===== config.mk =====
export PLATFORM = sky130hd
export DESIGN_NAME = stroke_ratio_ctrl
export DESIGN_NICKNAME = d
export VERILOG_FILES = /design/src/rtl/stroke_ratio_ctrl.sv
export SDC_FILE = /design/constraint.sdc
export NUM_CORES = 1
export LEC_CHECK = 0
export CORE_ASPECT_RATIO = 1.1
export CORE_MARGIN = 8
export CORE_UTILIZATION = 51
export DETAILED_ROUTE_END_ITERATION = 12
export GPL_ROUTABILITY_DRIVEN = 0
export PLACE_DENSITY = 0.79
export RECOVER_POWER = 50
export SLEW_MARGIN = 25
export SYNTH_ARGS = -nofsm -noshare
export SYNTH_HDL_FRONTEND = slang
export SYNTH_SLANG_ARGS = --single-unit
export TNS_END_PERCENT = 50

===== constraint.sdc =====
create_clock -name clk -period 2.34 [get_ports clk]
set_input_delay 0.468 -clock clk [delete_from_list [all_inputs] [get_ports clk]]
set_output_delay 0.468 -clock clk [all_outputs]
set_load 0.1 [all_outputs]

===== src/rtl/stroke_ratio_ctrl.sv =====
// stroke_ratio_ctrl: tracks erg drive/recovery phases, measures each phase length in cycles and
// hands completed strokes to a shared divider, publishing the recovery/drive quotient as ratio.
module stroke_ratio_ctrl #(
   parameter int unsigned      CNT_W     = 32,
   parameter int unsigned      MIN_PHASE = 16,
   parameter logic [CNT_W-1:0] TIMEOUT   = CNT_W'(24'hFFFFFF)
) (
   input  logic             clk,
   input  logic             reset,
   input  logic             start_drive,
   input  logic             start_recovery,
   output logic             div_start,
   output logic [CNT_W-1:0] div_num,
   output logic [CNT_W-1:0] div_den,
   input  logic             div_done,
   input  logic [31:0]      div_result,
   output logic [31:0]      ratio,
   output logic             ratio_valid,
   output logic [15:0]      stroke_count,
   output logic [1:0]       phase,
   output logic             timeout_err,
   output logic             overrun_err
);
   typedef enum logic [1:0] {P_IDLE = 2'd0, P_DRIVE = 2'd1, P_RECOVERY = 2'd2} phase_e;
   typedef enum logic {D_IDLE = 1'b0, D_WAIT = 1'b1} div_state_e;

   localparam logic [CNT_W-1:0] MIN_LEN  = CNT_W'(MIN_PHASE);
   localparam logic [CNT_W-1:0] ONE      = CNT_W'(1);
   localparam logic [CNT_W-1:0] ZERO     = {CNT_W{1'b0}};
   localparam logic [CNT_W-1:0] LEN_MAX  = {CNT_W{1'b1}};

   logic             drv_q, drv_d, rec_q, rec_d;
   phase_e           phase_q, phase_d;
   logic [CNT_W-1:0] len_q, len_d, drive_len_q, drive_len_d;
   div_state_e       dstate_q, dstate_d;
   logic             div_start_q, div_start_d;
   logic [CNT_W-1:0] div_num_q, div_num_d, div_den_q, div_den_d;
   logic [31:0]      ratio_q, ratio_d;
   logic             ratio_valid_q, ratio_valid_d;
   logic [15:0]      stroke_count_q, stroke_count_d;
   logic             timeout_err_q, timeout_err_d;
   logic             overrun_err_q, overrun_err_d;

   logic             rise_drv_s, rise_rec_s, stroke_done_s, accept_s;
   logic [CNT_W-1:0] len_sat_s;

   // Next-state for the phase tracker and the divide handshake.
   always_comb begin
      rise_drv_s     = start_drive & ~drv_q;
      rise_rec_s     = start_recovery & ~rec_q;
      len_sat_s      = (len_q == LEN_MAX) ? len_q : len_q + ONE;
      drv_d          = start_drive;
      rec_d          = start_recovery;
      stroke_done_s  = 1'b0;
      phase_d        = phase_q;
      len_d          = len_sat_s;
      drive_len_d    = drive_len_q;
      timeout_err_d  = 1'b0;

      // len_q counts cycles since the last accepted edge; a new phase restarts at 1 so the
      // accepting edge itself is the first counted cycle (edge-to-edge, no gap).
      case (phase_q)
         P_IDLE: begin
            if (rise_drv_s) begin
               phase_d = P_DRIVE;
               len_d   = ONE;
            end else begin
               phase_d = P_IDLE;
               len_d   = ZERO;
            end
         end
         P_DRIVE: begin
            if (len_q >= TIMEOUT) begin
               phase_d       = P_IDLE;
               len_d         = ZERO;
               timeout_err_d = 1'b1;
            end else if (rise_rec_s && (len_q >= MIN_LEN)) begin
               phase_d     = P_RECOVERY;
               drive_len_d = len_q;
               len_d       = ONE;
            end else begin
               phase_d = P_DRIVE;
            end
         end
         P_RECOVERY: begin
            if (len_q >= TIMEOUT) begin
               phase_d       = P_IDLE;
               len_d         = ZERO;
               timeout_err_d = 1'b1;
            end else if (rise_drv_s && (len_q >= MIN_LEN)) begin
               phase_d       = P_DRIVE;
               len_d         = ONE;
               stroke_done_s = 1'b1;
            end else begin
               phase_d = P_RECOVERY;
            end
         end
         default: begin
            phase_d = P_IDLE;
            len_d   = ZERO;
         end
      endcase

      accept_s       = (dstate_q == D_WAIT) && div_done;
      dstate_d       = dstate_q;
      div_start_d    = 1'b0;
      div_num_d      = div_num_q;
      div_den_d      = div_den_q;
      ratio_d        = ratio_q;
      ratio_valid_d  = 1'b0;
      stroke_count_d = stroke_count_q;
      overrun_err_d  = 1'b0;

      if (accept_s) begin
         ratio_d        = div_result;
         ratio_valid_d  = 1'b1;
         stroke_count_d = stroke_count_q + 16'd1;
         dstate_d       = D_IDLE;
      end else begin
         dstate_d = dstate_q;
      end

      // A result retiring this cycle frees the divider for the stroke completing now.
      if (stroke_done_s && (drive_len_q != ZERO)) begin
         if ((dstate_q == D_IDLE) || accept_s) begin
            div_start_d = 1'b1;
            div_num_d   = len_q;
            div_den_d   = drive_len_q;
            dstate_d    = D_WAIT;
         end else begin
            overrun_err_d = 1'b1;
         end
      end else begin
         div_start_d = 1'b0;
      end
   end

   // State and registered outputs.
   always_ff @(posedge clk or negedge reset) begin
      if (!reset) begin
         drv_q          <= 1'b0;
         rec_q          <= 1'b0;
         phase_q        <= P_IDLE;
         len_q          <= ZERO;
         drive_len_q    <= ZERO;
         dstate_q       <= D_IDLE;
         div_start_q    <= 1'b0;
         div_num_q      <= ZERO;
         div_den_q      <= ZERO;
         ratio_q        <= 32'd0;
         ratio_valid_q  <= 1'b0;
         stroke_count_q <= 16'd0;
         timeout_err_q  <= 1'b0;
         overrun_err_q  <= 1'b0;
      end else begin
         drv_q          <= drv_d;
         rec_q          <= rec_d;
         phase_q        <= phase_d;
         len_q          <= len_d;
         drive_len_q    <= drive_len_d;
         dstate_q       <= dstate_d;
         div_start_q    <= div_start_d;
         div_num_q      <= div_num_d;
         div_den_q      <= div_den_d;
         ratio_q        <= ratio_d;
         ratio_valid_q  <= ratio_valid_d;
         stroke_count_q <= stroke_count_d;
         timeout_err_q  <= timeout_err_d;
         overrun_err_q  <= overrun_err_d;
      end
   end

   assign div_start    = div_start_q;
   assign div_num      = div_num_q;
   assign div_den      = div_den_q;
   assign ratio        = ratio_q;
   assign ratio_valid  = ratio_valid_q;
   assign stroke_count = stroke_count_q;
   assign phase        = phase_q;
   assign timeout_err  = timeout_err_q;
   assign overrun_err  = overrun_err_q;

endmodule

# [After elaboration in Yosys (flattened, before gate mapping)]
# Index checks and enable logic that the tools add are counted.
[op_classes] addsub=2 n_lt_le_gt_ge=2 n_eq_ne=3 mux=26 bitwise_logic=6 reduce_logical=10
[op_table] cell="$mux W32" count=5
[op_table] cell="$pmux W32 S3" count=1
[op_table] cell="$add A32 B1 Y32 const B" count=1
[op_table] cell="$eq A32 B32 Y1 const B" count=1
[op_table] cell="$ge A32 B24 Y1 const B" count=1
[op_table] cell="$ge A32 B5 Y1 const B" count=1
[op_table] cell="$reduce_bool A32 Y1" count=1
[op_table] cell="$add A16 B1 Y16 const B" count=1
[op_table] cell="$mux W1" count=15
[op_table] cell="$mux W2" count=4
[op_table] cell="$pmux W2 S3" count=1
[op_table] cell="$logic_and A1 B1 Y1" count=4
[op_table] cell="$not A1 Y1" count=4
[op_table] cell="$reduce_and A3 Y1" count=1
[op_table] cell="$and A1 B1 Y1" count=2
[op_table] cell="$eq A2 B1 Y1 const B" count=1
[op_table] cell="$eq A2 B2 Y1 const B" count=1
[op_table] cell="$logic_not A2 Y1" count=1
[op_table] cell="$reduce_and A2 Y1" count=1
[op_table] cell="$reduce_or A2 Y1" count=1
[op_table] cell="$logic_or A1 B1 Y1" count=1
[totals] register_bits=185 out_inout_bits=118 wordCells=63

# [Depth between registers and ports, before layout]
[logic_depth] word_depth=8 depth_mapped=8

# [Worst setup path after synthesis]
# OpenSTA, ideal clock, no wires.
[synth_timing] kind="reg2reg" from="register phase_q[1] (netlist: phase[1])" to="register div_den_q[10] (netlist: div_den[10])" t_arrival_ps=2503 required_ps=2212 setup_slack_ps=-291 stages_incl_launch_ff=8 path_buffers=2 synth_period_minus_slack_ps=2631 cell_sequence="dfrtp_1 -> ha_1 -> and4_1 -> o21ai_0 -> nor4bb_1 -> buf_6 -> buf_6 -> mux2_1"
[synth_between] elab_chain_cells=4
[synth_lines] item="start, declared" line="33" text="phase_e phase_q, phase_d;"
[synth_lines] item="start signal, assigned" line="158" text="phase_q <= phase_d;"
[synth_lines] item="$eq A2 B2 Y1" line="62" text="case (phase_q)"
[synth_lines] item="$mux W1" line="62"
[synth_lines] item="$logic_and A1 B1 Y1" line="124" text="if (stroke_done_s && (drive_len_q != ZERO)) begin"
[synth_lines] item="$reduce_and A2 Y1 (no source line)"
[synth_lines] item="end signal, assigned" line="164" text="div_den_q <= div_den_d;"
[synth_lines] item="end, declared" line="37" text="logic [CNT_W-1:0] div_num_q, div_num_d, div_den_q, div_den_d;"
# No other way between the ends.
# A chain may end at the register's enable or synchronous reset.

# [Final worst setup path]
[layout_timing] from="register len_q[14]" to="register div_den_q[29] (netlist: div_den[29])"
[layout_between] elab_chain_cells=7 elab_cells_between_ends=8 cone_classes="order compare (2); mux (3); reduce/logical (3)"
[layout_lines] item="start, declared" line="34" text="logic [CNT_W-1:0] len_q, len_d, drive_len_q, drive_len_d;"
[layout_lines] item="start signal, assigned" line="159" text="len_q <= len_d;"
[layout_lines] item="$ge A32 B5 Y1" line="90" text="end else if (rise_drv_s && (len_q >= MIN_LEN)) begin"
[layout_lines] item="$logic_and A1 B1 Y1" line="90"
[layout_lines] item="$mux W1" line="90"
[layout_lines] item="$mux W1 (*)" line="86" text="if (len_q >= TIMEOUT) begin"
[layout_lines] item="$mux W1 (*)" line="62"
[layout_lines] item="$logic_and A1 B1 Y1 (*)" line="124"
[layout_lines] item="$reduce_and A2 Y1 (no source line) (*)"
# Every way passes the cells marked *; elsewhere a longest branch is shown, timed or not.

==> reports/qor.txt <==
Outcome - finished clean
Post-synthesis cell area - 0.007625 sq mm
Arrival time worst endpoint - 2600 ps
Hold-critical path depth - 2
DR pass1 iterations - 4
IR drop worst, VDD - 0.0004195 V
Warnings, synthesis - 0
P_leak - 5.143 nW
Tcrit/Tclk final - 0.9838
Wire length per cell - 18.02 microns
Post-Synthesis Cells - 620
Skew-Pair Late Insertion Delay - 430 ps
Yosys top cell area share - 0.6072
Worst hold slack - 478.7 ps
Placed cells - 990
Slew @ Worst Pin - 1318 ps
Diode count - 0
H-Tree Depth - 4
Power Internal - 5.169 mW
DP HPWL - 13.10 mm
Worst Path Max Fanout - 12
Initial Utilization - 0.5145
Final setup viols - 0
Netlist cell types - 46
Final Util - 0.6790
Largest net degree at the start of global routing - 52
Nets - 861
Min-Delay Startpoint - ratio[4]
Root Buffer - clkbuf_16
Ratio of cells with drive above 1 in the final layout - 0.3064
DRC viols - 0
Total GRT Usage - 0.1966
NetSw - 1.261 mW
Flop pwr share - 0.500
Min-Delay Endpoint - ratio[4]
Clock buffer count from CTS - 17
Slew HR - 0.1213
Sequential area share after synthesis - 0.6072
Synth area leader - dfrtp_1
MaxCap Viol Count - 0
Average cell area after synthesis - 12.30 sq um
First-pass GRT wire length - 30.00 mm
Final Max Slew Viols - 0
Asr flop ratio synth - 1.000
Crit Path Category - flop to flop
R2R Path Start - len_q[14]
# fillers - 1,086
Gate power share - 0.026
Post-Layout Cell Count - 1,025
CP Launch Type - flop
Total Wirelength - 18.47 mm
Worst R2R End - div_den[29]
GRT overflow - 0
Pwr Density - 639.0 mW/mm^2
Top FF cell, synth - dfrtp_1
Post-layout min period - 2302 ps
R2R cell count - 7
Port buffer count - 154
Drt via density - 5.428
Critical Path Sink Type - flop
Reg clk slew, reported paths - 70 ps
# IOs - 155
Final Skew - 11.80 ps
Post-synth EDFFs - 0
Worst Path Required - 2640 ps
Seq cells post-synth - 185
Worst setup margin - 37.82 ps
Die ar. - 0.01912 sq mm
DP Worst Slack - -349.9 ps
Clock power frac - 0.474
Die W - 132.6 microns
Hold Fails Final Rpt - 0
Flop-to-flop setup slack - 40 ps
Num rows - 47
Vias in the first global route - 5,719
Core ar. - 0.01482 sq mm
Hold WC Path Type - flop to flop
Detail Route Antenna Nets - 0
Synth top area cells - dfrtp_1 (61%), mux2_1 (7.7%), nand2_1 (5.8%)
Number of sinks on the clock net - 185
DR vias - 5,564
DR iter-0 viols - 263
Die height - 144.2 microns
CTS tree - done
Area grow syn2layout - 31.97%
Fmax - 434.4 MHz
Antenna violations before repair - 0
Clk buf depth - 2
Switching share of power - 0.1961
Unrepaired setup endpoints after global routing - true
worst max-delay path by stage:
stage                start     endpoint  slack, ps  cells past startpoint
2_1_floorplan     phase[1]  div_den[10]         20                      7
5_1_grt           len_q[1]  div_den[25]        -40                      8
6_report         len_q[14]  div_den[29]         40                      7
4_1_cts          len_q[28]   div_den[3]         60                      6
3_3_place_gp   start_drive   div_den[0]       -330                      7
3_5_place_dp   start_drive   div_den[3]       -350                      7
layer usage:
layer  up-vias  routed length (microns)  global-route usage
met5         -                        0                   0
met4         0                      403             0.07775
met3        27                     1177             0.05247
met2       204                     8797              0.3142
met1      2784                     8091              0.2516
li1       2549                        -                   -
cell families (layout without fill, tap and decap cells):
logic type / count (synthesis) / after routing / share of synthesized area
AND/OR/NAND/NOR: 240 / 240 / 0.1565
flip-flops: 185 / 185 / 0.6072
multiplexers: 81 / 81 / 0.1195
AO/OA/AOI/OAI: 48 / 48 / 0.05300
buffers and inverters: 39 / 241 / 0.03003
XOR/XNOR: 19 / 19 / 0.02182
adder cells (fa/ha/maj): 7 / 7 / 0.01149
other: 1 / 8 / 0.0004918
cell usage after synthesis, drive strengths merged, types with 2 or more instances:
cell and n:
dfrtp 185, nand2 117, mux2 80, buf 19, o21ai 19, nand4 18
nand3 17, nor4 17, a211oi 16, or3 14, nor2b 13, xnor2 13
and2 10, clkbuf 10, inv 10, nor2 8, ha 7, nor3 7
xor2 6, and3 5, o31ai 5, or2 4, or4 4, a31oi 2
and4 2, nor4bb 2, o2111ai 2
state kept, by name (all words and copies together) (netlist names):
register / cells
ratio: 32
ratio_valid: 1
len_q: 32
div_start: 1
overrun_err: 1
dstate_q: 1
stroke_count: 16
div_den: 32
drive_len_q: 32
drv_q: 1
div_num: 32
rec_q: 1
phase: 2
timeout_err: 1
power groups by stage:
stage	Combinational [mW]	Sequential, mW	Clock [mW]
after detailed placement	0.175	3.27	0
after global routing	0.190	3.21	3.23
after global placement	0.171	3.27	0
final	0.170	3.22	3.04
after floorplan	0.0166	3.28	0
after CTS	0.179	3.21	3.12
placed cells by master, fill, tap and decap left out, drive strengths merged, types with 4 or more instances in the layout:
master / n
dfrtp: 185
buf: 144
nand2: 117
mux2: 80
clkbuf: 39
clkdlybuf4s50: 32
o21ai: 19
nand4: 18
nand3: 17
nor4: 17
a211oi: 16
or3: 14
nor2b: 13
xnor2: 13
inv: 12
and2: 10
nor2: 8
conb: 8
ha: 7
nor3: 7
xor2: 6
and3: 5
bufinv: 5
clkinv: 5
o31ai: 5
dlygate4sd3: 4
or2: 4
or4: 4
per-stage QoR:
step | cell area (sq um) | power (mW) | setup TNS [ps]
after global placement | 9378 | 3.444 | -19260
after detailed placement | 9378 | 3.449 | -20170
after floorplan | 7654 | 3.299 | 0
after global routing | 10060 | 6.638 | -1028
final | 10060 | 6.430 | 0
after CTS | 10020 | 6.510 | 0
timing repair:
item | in CTS | in global routing
pin swaps | 0 | 3
hold buffers | 1 | 0
endpoints found under the hold margin | 45 | 0
resized for setup | 1 | 10
gates cloned | 0 | 1
setup buffers | 0 | 2
endpoints found under the setup margin | 13 | 66
cell type report:
cell class              instances  area (sq um)  share of cell area
flip-flops and latches        185          4633              0.4605
repair buffers                200          1652              0.1641
well taps                     196         245.2             0.02437
clock inverters                12         196.4             0.01952
multi-input cells             403          2865              0.2848
clock buffers                  19         432.9             0.04302
inverters                      10         37.54            0.003730
worst max-delay path, stage by stage, from the launching register on:
cell	delay [ps]
dfrtp_1	510
nand4_1	260
nor4_4	370
nand3_1	150
nor4bb_4	200
buf_4	170
buf_4	190
mux2_1	330
(Power assumes the default switching activity.)
